File: config.mk
export PLATFORM = sky130hd
export DESIGN_NAME = digital_clock
export DESIGN_NICKNAME = d
export VERILOG_FILES = /design/src/rtl/clock_pkg.sv /design/src/rtl/seven_seg_decoder.sv /design/src/rtl/digital_clock.sv
export SDC_FILE = /design/constraint.sdc
export NUM_CORES = 1
export LEC_CHECK = 0
export CAP_MARGIN = 15
export CORE_MARGIN = 4
export CORE_UTILIZATION = 35
export CTS_CLUSTER_SIZE = 30
export DETAILED_ROUTE_END_ITERATION = 12
export PLACE_DENSITY = 0.61
export SETUP_SLACK_MARGIN = 0.05
export SYNTH_ARGS = -nofsm -noshare
export SYNTH_HDL_FRONTEND = slang
export SYNTH_SLANG_ARGS = --single-unit
File: constraint.sdc
create_clock -name clk_1hz -period 1.8 [get_ports clk_1hz]
set_input_delay 0.54 -clock clk_1hz [delete_from_list [all_inputs] [get_ports clk_1hz]]
set_output_delay 0.54 -clock clk_1hz [all_outputs]
set_load 0.05 [all_outputs]
File: src/rtl/clock_pkg.sv
// Shared constants for the HH:MM:SS timekeeper: segment patterns {g,f,e,d,c,b,a}
// for one lit segment per '1', and the BCD digit limits of the 24-hour counter chain.
package clock_pkg;

  localparam logic [6:0] SEG_0     = 7'h3F;
  localparam logic [6:0] SEG_1     = 7'h06;
  localparam logic [6:0] SEG_2     = 7'h5B;
  localparam logic [6:0] SEG_3     = 7'h4F;
  localparam logic [6:0] SEG_4     = 7'h66;
  localparam logic [6:0] SEG_5     = 7'h6D;
  localparam logic [6:0] SEG_6     = 7'h7D;
  localparam logic [6:0] SEG_7     = 7'h07;
  localparam logic [6:0] SEG_8     = 7'h7F;
  localparam logic [6:0] SEG_9     = 7'h6F;
  localparam logic [6:0] SEG_BLANK = 7'h00;

  localparam logic [3:0] UNITS_MAX           = 4'd9;
  localparam logic [3:0] SEC_TENS_MAX        = 4'd5;
  localparam logic [3:0] MIN_TENS_MAX        = 4'd5;
  localparam logic [3:0] HOUR_MAX_TENS       = 4'd2;
  localparam logic [3:0] HOUR_MAX_UNITS_AT_2 = 4'd3;

endpackage

File: src/rtl/seven_seg_decoder.sv
// BCD digit to 7-segment pattern, purely combinational (zero latency, no flow control).
// Codes 10-15 blank; SEG_ACTIVE_LOW inverts the pattern for common-anode parts.
module seven_seg_decoder
  import clock_pkg::*;
#(
  parameter bit SEG_ACTIVE_LOW = 1'b0
) (
  input  logic [3:0] bcd,
  output logic [6:0] seg
);

  logic [6:0] seg_raw;

  always_comb begin
    seg_raw = SEG_BLANK;
    case (bcd)
      4'd0:    seg_raw = SEG_0;
      4'd1:    seg_raw = SEG_1;
      4'd2:    seg_raw = SEG_2;
      4'd3:    seg_raw = SEG_3;
      4'd4:    seg_raw = SEG_4;
      4'd5:    seg_raw = SEG_5;
      4'd6:    seg_raw = SEG_6;
      4'd7:    seg_raw = SEG_7;
      4'd8:    seg_raw = SEG_8;
      4'd9:    seg_raw = SEG_9;
      default: seg_raw = SEG_BLANK;
    endcase
  end

  assign seg = SEG_ACTIVE_LOW ? ~seg_raw : seg_raw;

endmodule

File: src/rtl/digital_clock.sv
// 24-hour BCD timekeeper, +1 s per clk_1hz edge; displays are a same-cycle decode of the counters.
// No flow control: every edge with reset high advances the time.
module digital_clock
  import clock_pkg::*;
#(
  parameter bit SEG_ACTIVE_LOW = 1'b0
) (
  input  logic       clk_1hz,
  input  logic       reset,
  output logic [6:0] sec_units_display,
  output logic [6:0] sec_tens_display,
  output logic [6:0] min_units_display,
  output logic [6:0] min_tens_display,
  output logic [6:0] hour_units_display,
  output logic [6:0] hour_tens_display
);

  logic [3:0] su, st, mu, mt, hu, ht;
  logic       sec_carry, min_carry;

  // Carries fire only from the legal terminal count, so a corrupted group never ripples.
  always_comb begin
    sec_carry = (su == UNITS_MAX) && (st == SEC_TENS_MAX);
    min_carry = sec_carry && (mu == UNITS_MAX) && (mt == MIN_TENS_MAX);
  end

  always_ff @(posedge clk_1hz or negedge reset) begin
    if (!reset) begin
      su <= 4'd0;
      st <= 4'd0;
    end else if ((su > UNITS_MAX) || (st > SEC_TENS_MAX)) begin
      su <= 4'd0;
      st <= 4'd0;
    end else if (su == UNITS_MAX) begin
      su <= 4'd0;
      st <= (st == SEC_TENS_MAX) ? 4'd0 : st + 4'd1;
    end else begin
      su <= su + 4'd1;
    end
  end

  always_ff @(posedge clk_1hz or negedge reset) begin
    if (!reset) begin
      mu <= 4'd0;
      mt <= 4'd0;
    end else if (sec_carry) begin
      if ((mu > UNITS_MAX) || (mt > MIN_TENS_MAX)) begin
        mu <= 4'd0;
        mt <= 4'd0;
      end else if (mu == UNITS_MAX) begin
        mu <= 4'd0;
        mt <= (mt == MIN_TENS_MAX) ? 4'd0 : mt + 4'd1;
      end else begin
        mu <= mu + 4'd1;
      end
    end
  end

  // 23 -> 00 and any out-of-range hour share the same clear path.
  always_ff @(posedge clk_1hz or negedge reset) begin
    if (!reset) begin
      hu <= 4'd0;
      ht <= 4'd0;
    end else if (min_carry) begin
      if ((ht > HOUR_MAX_TENS) || (hu > UNITS_MAX) ||
          ((ht == HOUR_MAX_TENS) && (hu >= HOUR_MAX_UNITS_AT_2))) begin
        hu <= 4'd0;
        ht <= 4'd0;
      end else if (hu == UNITS_MAX) begin
        hu <= 4'd0;
        ht <= ht + 4'd1;
      end else begin
        hu <= hu + 4'd1;
      end
    end
  end

  seven_seg_decoder #(.SEG_ACTIVE_LOW(SEG_ACTIVE_LOW)) u_dec_su (.bcd(su), .seg(sec_units_display));
  seven_seg_decoder #(.SEG_ACTIVE_LOW(SEG_ACTIVE_LOW)) u_dec_st (.bcd(st), .seg(sec_tens_display));
  seven_seg_decoder #(.SEG_ACTIVE_LOW(SEG_ACTIVE_LOW)) u_dec_mu (.bcd(mu), .seg(min_units_display));
  seven_seg_decoder #(.SEG_ACTIVE_LOW(SEG_ACTIVE_LOW)) u_dec_mt (.bcd(mt), .seg(min_tens_display));
  seven_seg_decoder #(.SEG_ACTIVE_LOW(SEG_ACTIVE_LOW)) u_dec_hu (.bcd(hu), .seg(hour_units_display));
  seven_seg_decoder #(.SEG_ACTIVE_LOW(SEG_ACTIVE_LOW)) u_dec_ht (.bcd(ht), .seg(hour_tens_display));

endmodule

==> impl_metrics.ini, run 1 <==
[floorplanning]
die_y_um = 90.0
die_area_um2 = 8100
core_um2 = 6460
fp-row-count = 29
initial_core_util = 0.365
io_pins = 44
horizontal_extent_of_the_die_um = 90.0

[setup_path]
critical_path_required_ns = 1.26
path_class = flip-flop to output pin
critical_path.max_stage_delay_ns = 0.49
timing.reg2reg.worst_path_depth = 7
crit_family = flip-flops
critical_path_peak_fanout = 5
crit_arrival_ns = 1.50
critical-path-top-cell-by-count = buf_6
critical_path_cell_count = 5
worstPathCellList = inv_4 -> ha_4 -> buf_6 -> a21oi_4 -> buf_6
critPathSlowestCell = dfrtp_2
worst-path-buf-inv = 3
critical_path.endpoint_type = output pin
timing.critical_path.from_type = flip-flop

[sta]
hold_worst_slack_ns = 0.607
setup_viol = 51
timing.max_slew.rel_slack = 0.739
drv_slew = 0
clock_skew_ns = 0.00316
final_period_minus_worst_setup_slack_ns = 2.04
hold_viol_final = 0
worstMarginPinSlew_ns = 0.392
achievable-frequency_mhz = 491
period_share = 1.13
setup_slack_ns = -0.238
grt_setup_unrepaired = yes

[synthesis]
complex_gate_fraction_of_the_synthesized_area = 0.231
synth-adder-area-share = 0.218
synthSimpleGateAreaFrac = 0.187
number_of_instances_in_the_synthesized_netlist = 291
yosys_register_bits = 24
post_synth_xor_xnor_area = 0.0186
synth_seq_area_share = 0.255
synth_cell_types = 45
synth_area_per_cell_um2 = 8.09
synthesized_net_count = 334
synth_top_family_by_area = compound AO/OA/AOI/OAI gates
yosys_warnings = 0
asr_flop_ratio_synth = 1.00
yosys_most_used_dff = dfrtp_1
count_of_flip_flops_with_a_built_in_enable_after_synthesis = 0
synth_mux_area_frac = 0.0181
netlist_area_um2 = 2350

[detailed_routing]
ant_nets = 0
viasPerCell = 5.29
routed_length_per_placed_instance_um = 15.7
finalWirelength_mm = 7.63
drtIter0Drc = 84
vias = 2566
drc_errors = 0
dr.pass1.iters = 4

[cts]
cts_max_path_bufs = 2
cts_root_buffer = clkbuf_8
clk_transition_reported_paths_ns = 0.09
tritoncts = done
numClockSinks = 24
cts-htree-levels = 1
clock_network_latency_to_the_later_pin_of_the_worst_skew_pair_ns = 0.26
cts_buffers = 3

[grt]
vias_in_the_first_global_route = 2570
groute.usage.overall = 0.171
use_met1 = 0.224
grt_use_met2 = 0.312
antenna_found_initial = 0
met3_usage = 0.0184
total_global_routing_overflow = 0
grt_max_degree = 25
grt_most_used_layer = met2
grt_first_pass_wirelength_mm = 12.2

[power_and_ir_drop]
p_leak_nw = 2.10
power-per-cell-area_nw_per_um2 = 173
vdd.ir_drop.worst_mv = 0.357
finalPower_uw = 886

[finish]
design.final.nets = 452
final_core_util = 0.792
finalNonFillerCells = 485
diodes = 0
post_route_cells_drive_above_1_share = 0.728
sequential_cell_area_um2 = 621
n_fill_cell = 365
final_cell_mix = 57 x buf_4, 34 x buf_12, 30 x buf_6, 27 x ha_4, 23 x o21ai_4
mostFrequentLayoutCell = buf_4
multiInputGateArea_um2 = 2750
finish.instance_area_um2 = 5110
area_growth_pct = 117

[place]
place_hpwl_mm = 4.93
buffer_ports.inserted = 43
placed_cell_area_um2 = 4030
globalplace.congestion = 0.844
dpl.cell_count = 451

[hold_path]
worst_hold_check_path_type = flip-flop to flip-flop
hold_path_depth = 1

[outcome]
violations_in_the_final_reports = negative setup slack
status = finished, violations left

[run]
maxCapViolations = 0
[where the power goes]
part / internal [mW] / switching [mW] / total (mW)
Combinational: 0.00332 / 0.0110 / 0.0144
Clock: 0.158 / 0.175 / 0.333
Sequential: 0.538 / 0 / 0.538
Total: 0.700 / 0.186 / 0.886
[flip-flops by register name (all words and copies together) (netlist names)]
register  count
hu            4
mu            4
ht            4
st            4
su            4
mt            4
[Yosys cell counts (all sizes together) (2+ instances only)]
library cell	instances	area (um^2)
a211oi	3	22.5
a21o	3	22.5
a21oi	29	145
a22o	5	43.8
a2bb2oi	2	17.5
a31oi	2	12.5
and3b	4	38.8
buf	6	43.8
clkbuf	3	11.3
dfrtp	24	601
ha	41	513
inv	30	113
mux2	2	22.5
mux2i	2	20.0
nand2	16	60.1
nand2b	6	37.5
nand3	10	50.1
nand3b	2	15.0
nand4	2	27.5
nor2	32	120
nor2b	2	12.5
nor3	3	15.0
nor3b	3	22.5
o21ai	35	175
o22ai	5	31.3
o31ai	2	15.0
xnor2	4	35.0
[timing repair]
action / in CTS / in global routing
resized for setup: 133 / 59
pin swaps: 56 / 35
hold buffers: 0 / 0
buffers inserted: 20 / 13
setup endpoints to repair: 54 / 61
[cell families after synthesis]
group | after synthesis
compound gates | 92
simple gates | 85
fa+ha+maj | 41
buf+inv | 40
flops | 24
xor+xnor | 5
mux | 4
[layer usage]
layer	vias up	wire (um)
li1	1258	-
met1	1256	3450
met2	46	3920
met3	6	218
met4	0	42
met5	-	0
[layout make-up]
| type | count | share of cell area |
|---|---|---|
| multi-input cells | 227 | 0.538 |
| clock buffers | 4 | 0.00881 |
| flip-flops and latches | 24 | 0.121 |
| well taps | 77 | 0.0188 |
| inverters | 31 | 0.0279 |
| repair buffers | 122 | 0.285 |
[per-stage QoR]
stage          TNS (ns)  worst slack [ns]
2_1_floorplan    -0.310            -0.130
6_report          -7.86            -0.238
3_5_place_dp     -0.327           -0.0705
3_3_place_gp          0           0.00363
4_1_cts           -7.00            -0.212
5_1_grt          -11.29            -0.303
[worst paths after layout]
path | start | slack, ns | end
max in group asynchronous | reset | 0.90 | mu[0]
max | mt[1] | -0.24 | min_tens_display[1]
min in group asynchronous | reset | 0.64 | hu[1]
min reg2reg | ht[2] | 0.61 | ht[2]
max reg2reg | mt[1] | -0.13 | ht[0]
min | ht[2] | 0.61 | ht[2]
Power figures use the tool's default switching activity.
==> run 2, diff against run 1 <==
--- a/config.mk
+++ b/config.mk
@@ -5,11 +5,14 @@
 export SDC_FILE = /design/constraint.sdc
 export NUM_CORES = 1
 export LEC_CHECK = 0
+export ABC_CLOCK_PERIOD_IN_PS = 1800
 export CAP_MARGIN = 15
 export CORE_MARGIN = 4
 export CORE_UTILIZATION = 35
+export CTS_CLUSTER_DIAMETER = 100
 export CTS_CLUSTER_SIZE = 30
 export DETAILED_ROUTE_END_ITERATION = 12
+export GPL_TIMING_DRIVEN = 1
 export PLACE_DENSITY = 0.61
 export SETUP_SLACK_MARGIN = 0.05
 export SYNTH_ARGS = -nofsm -noshare
==> results of run 2 <==
Final layout, timing and power as in run 1 (identical DEF).
==> run 3, diff against run 2 <==
--- a/config.mk
+++ b/config.mk
@@ -15,6 +15,7 @@
 export GPL_TIMING_DRIVEN = 1
 export PLACE_DENSITY = 0.61
 export SETUP_SLACK_MARGIN = 0.05
+export SKIP_CTS_REPAIR_TIMING = 1
 export SYNTH_ARGS = -nofsm -noshare
 export SYNTH_HDL_FRONTEND = slang
 export SYNTH_SLANG_ARGS = --single-unit
==> run 3 against run 2 <==
The run still ends with negative setup slack left. Register-to-register slack lost 0.04 ns. Global-route usage shrank 2.7 points. Fmax grew 0.12%. Count of clock-buffer cells in the layout is the same. Flip-flop and latch count is the same. Clock skew shrank 0.00087 ns. Wire length shrank 5.9%. First-iteration DRC count grew 3.6%. Clock power shrank 1%. Hold slack gained 0.0096 ns. Total power shrank 0.48%. Largest power group unchanged.
==> impl_metrics.ini, run 3 (synthesized netlist as in run 1, its figures left out) <==
[floorplanning]
fp-row-count = 29
core_um2 = 6460
initial_core_util = 0.365
io_pins = 44
die_y_um = 90.0
die_area_um2 = 8100
horizontal_extent_of_the_die_um = 90.0

[sta]
drv_slew = 0
achievable-frequency_mhz = 491
period_share = 1.13
hold_worst_slack_ns = 0.616
setup_viol = 47
final.setup.tns_ns = -7.56
setup_slack_ns = -0.235
worstMarginPinSlew_ns = 0.398
clock_skew_ns = 0.00230
final_period_minus_worst_setup_slack_ns = 2.04
grt_setup_unrepaired = yes
hold_viol_final = 0
timing.max_slew.rel_slack = 0.735

[finish]
design.final.nets = 439
final_cell_mix = 45 x buf_4, 36 x buf_12, 27 x buf_6, 22 x o21ai_4
area_growth_pct = 107
post_route_cells_drive_above_1_share = 0.704
mostFrequentLayoutCell = buf_4
finalNonFillerCells = 472
diodes = 0
finish.instance_area_um2 = 4880

[hold_path]
worst_hold_check_path_type = flip-flop to flip-flop

[cts]
numClockSinks = 24
cts_root_buffer = clkbuf_8
cts_buffers = 3
cts_max_path_bufs = 2
tritoncts = done
clock_network_latency_to_the_later_pin_of_the_worst_skew_pair_ns = 0.26
cts-htree-levels = 1
clk_transition_reported_paths_ns = 0.09

[run]
maxCapViolations = 0

[grt]
grt_first_pass_wirelength_mm = 10.4
total_global_routing_overflow = 0
groute.usage.overall = 0.145
grt_max_degree = 25
antenna_found_initial = 0
vias_in_the_first_global_route = 2286

[setup_path]
path_class = flip-flop to output pin
crit_arrival_ns = 1.50
critical_path_peak_fanout = 5
timing.critical_path.from_type = flip-flop
critical_path.endpoint_type = output pin
critical_path_required_ns = 1.26

[power_and_ir_drop]
power-per-cell-area_nw_per_um2 = 180
p_leak_nw = 2.02
vdd.ir_drop.worst_mv = 0.343

[detailed_routing]
dr.pass1.iters = 4
drc_errors = 0
vias = 2461
routed_length_per_placed_instance_um = 15.2
drtIter0Drc = 87
viasPerCell = 5.21
finalWirelength_mm = 7.18
ant_nets = 0

[place]
placed_cell_area_um2 = 4030
place_hpwl_mm = 4.93
globalplace.congestion = 0.844
buffer_ports.inserted = 43
dpl.cell_count = 451

[outcome]
status = finished, violations left
violations_in_the_final_reports = negative setup slack
-- run 3: cell types whose count changed in the layout (fill, tap and decap cells not counted), sizes merged --
cell  previous run  this run
buf            121       108
-- run 3: cell type report --
| type | count | area, um^2 |
|---|---|---|
| Clock buffer | 4 | 45.0 |
| Tap cell | 77 | 96.3 |
| Multi-Input combinational cell | 227 | 2600 |
| Timing Repair Buffer | 109 | 1370 |
| Fill cell | 406 | 1570 |
| Sequential cell | 24 | 622 |
| Inverter | 31 | 145 |
-- run 3: per-layer routing --
layer / track usage / part of all wire / vias up / wire length, um
met1: 0.200 / 0.46 / 1205 / 3290
met5: 0 / 0 / - / 0
met2: 0.250 / 0.51 / 32 / 3690
met4: 0.0140 / 0.0039 / 0 / 28
li1: - / - / 1220 / -
met3: 0.0175 / 0.024 / 4 / 174
-- run 3: path summary, 6_finish.rpt --
| path | from | endpoint | slack [ns] | cells past startpoint |
|---|---|---|---|---|
| min in group asynchronous | reset | hu[1] | 0.63 | 2 |
| worst max-delay path | hu[0] | hour_units_display[0] | -0.24 | 6 |
| worst min-delay path | ht[2] | ht[2] | 0.62 | 1 |
| worst max register to register | ht[1] | ht[0] | -0.17 | 7 |
| worst min register to register | ht[2] | ht[2] | 0.62 | 1 |
| max in group asynchronous | reset | mu[0] | 0.90 | 2 |
-- run 3: report_power, final --
part           switching [mW]  total, mW  leakage [nW]  internal (mW)
Sequential                  0      0.538         0.294          0.538
Combinational          0.0108     0.0142          1.71        0.00332
Clock                   0.171      0.329        0.0228          0.158
Total                   0.182      0.881          2.02          0.699
-- run 3: critical path: stages, from the launching register on --
cell	delay (ns)
dfrtp_2	0.48
inv_4	0.10
ha_4	0.18
inv_4	0.05
a21oi_4	0.18
o21ai_4	0.08
buf_12	0.15
-- run 3: through the flow --
step / power, mW / utilization / setup WS (ns)
6_report: 0.881 / 0.756 / -0.235
5_1_grt: 0.916 / 0.756 / -0.302
4_1_cts: 0.892 / 0.631 / -0.302
3_5_place_dp: 0.565 / 0.624 / -0.0705
3_3_place_gp: 0.564 / 0.624 / 0.00363
2_1_floorplan: 0.549 / - / -0.130
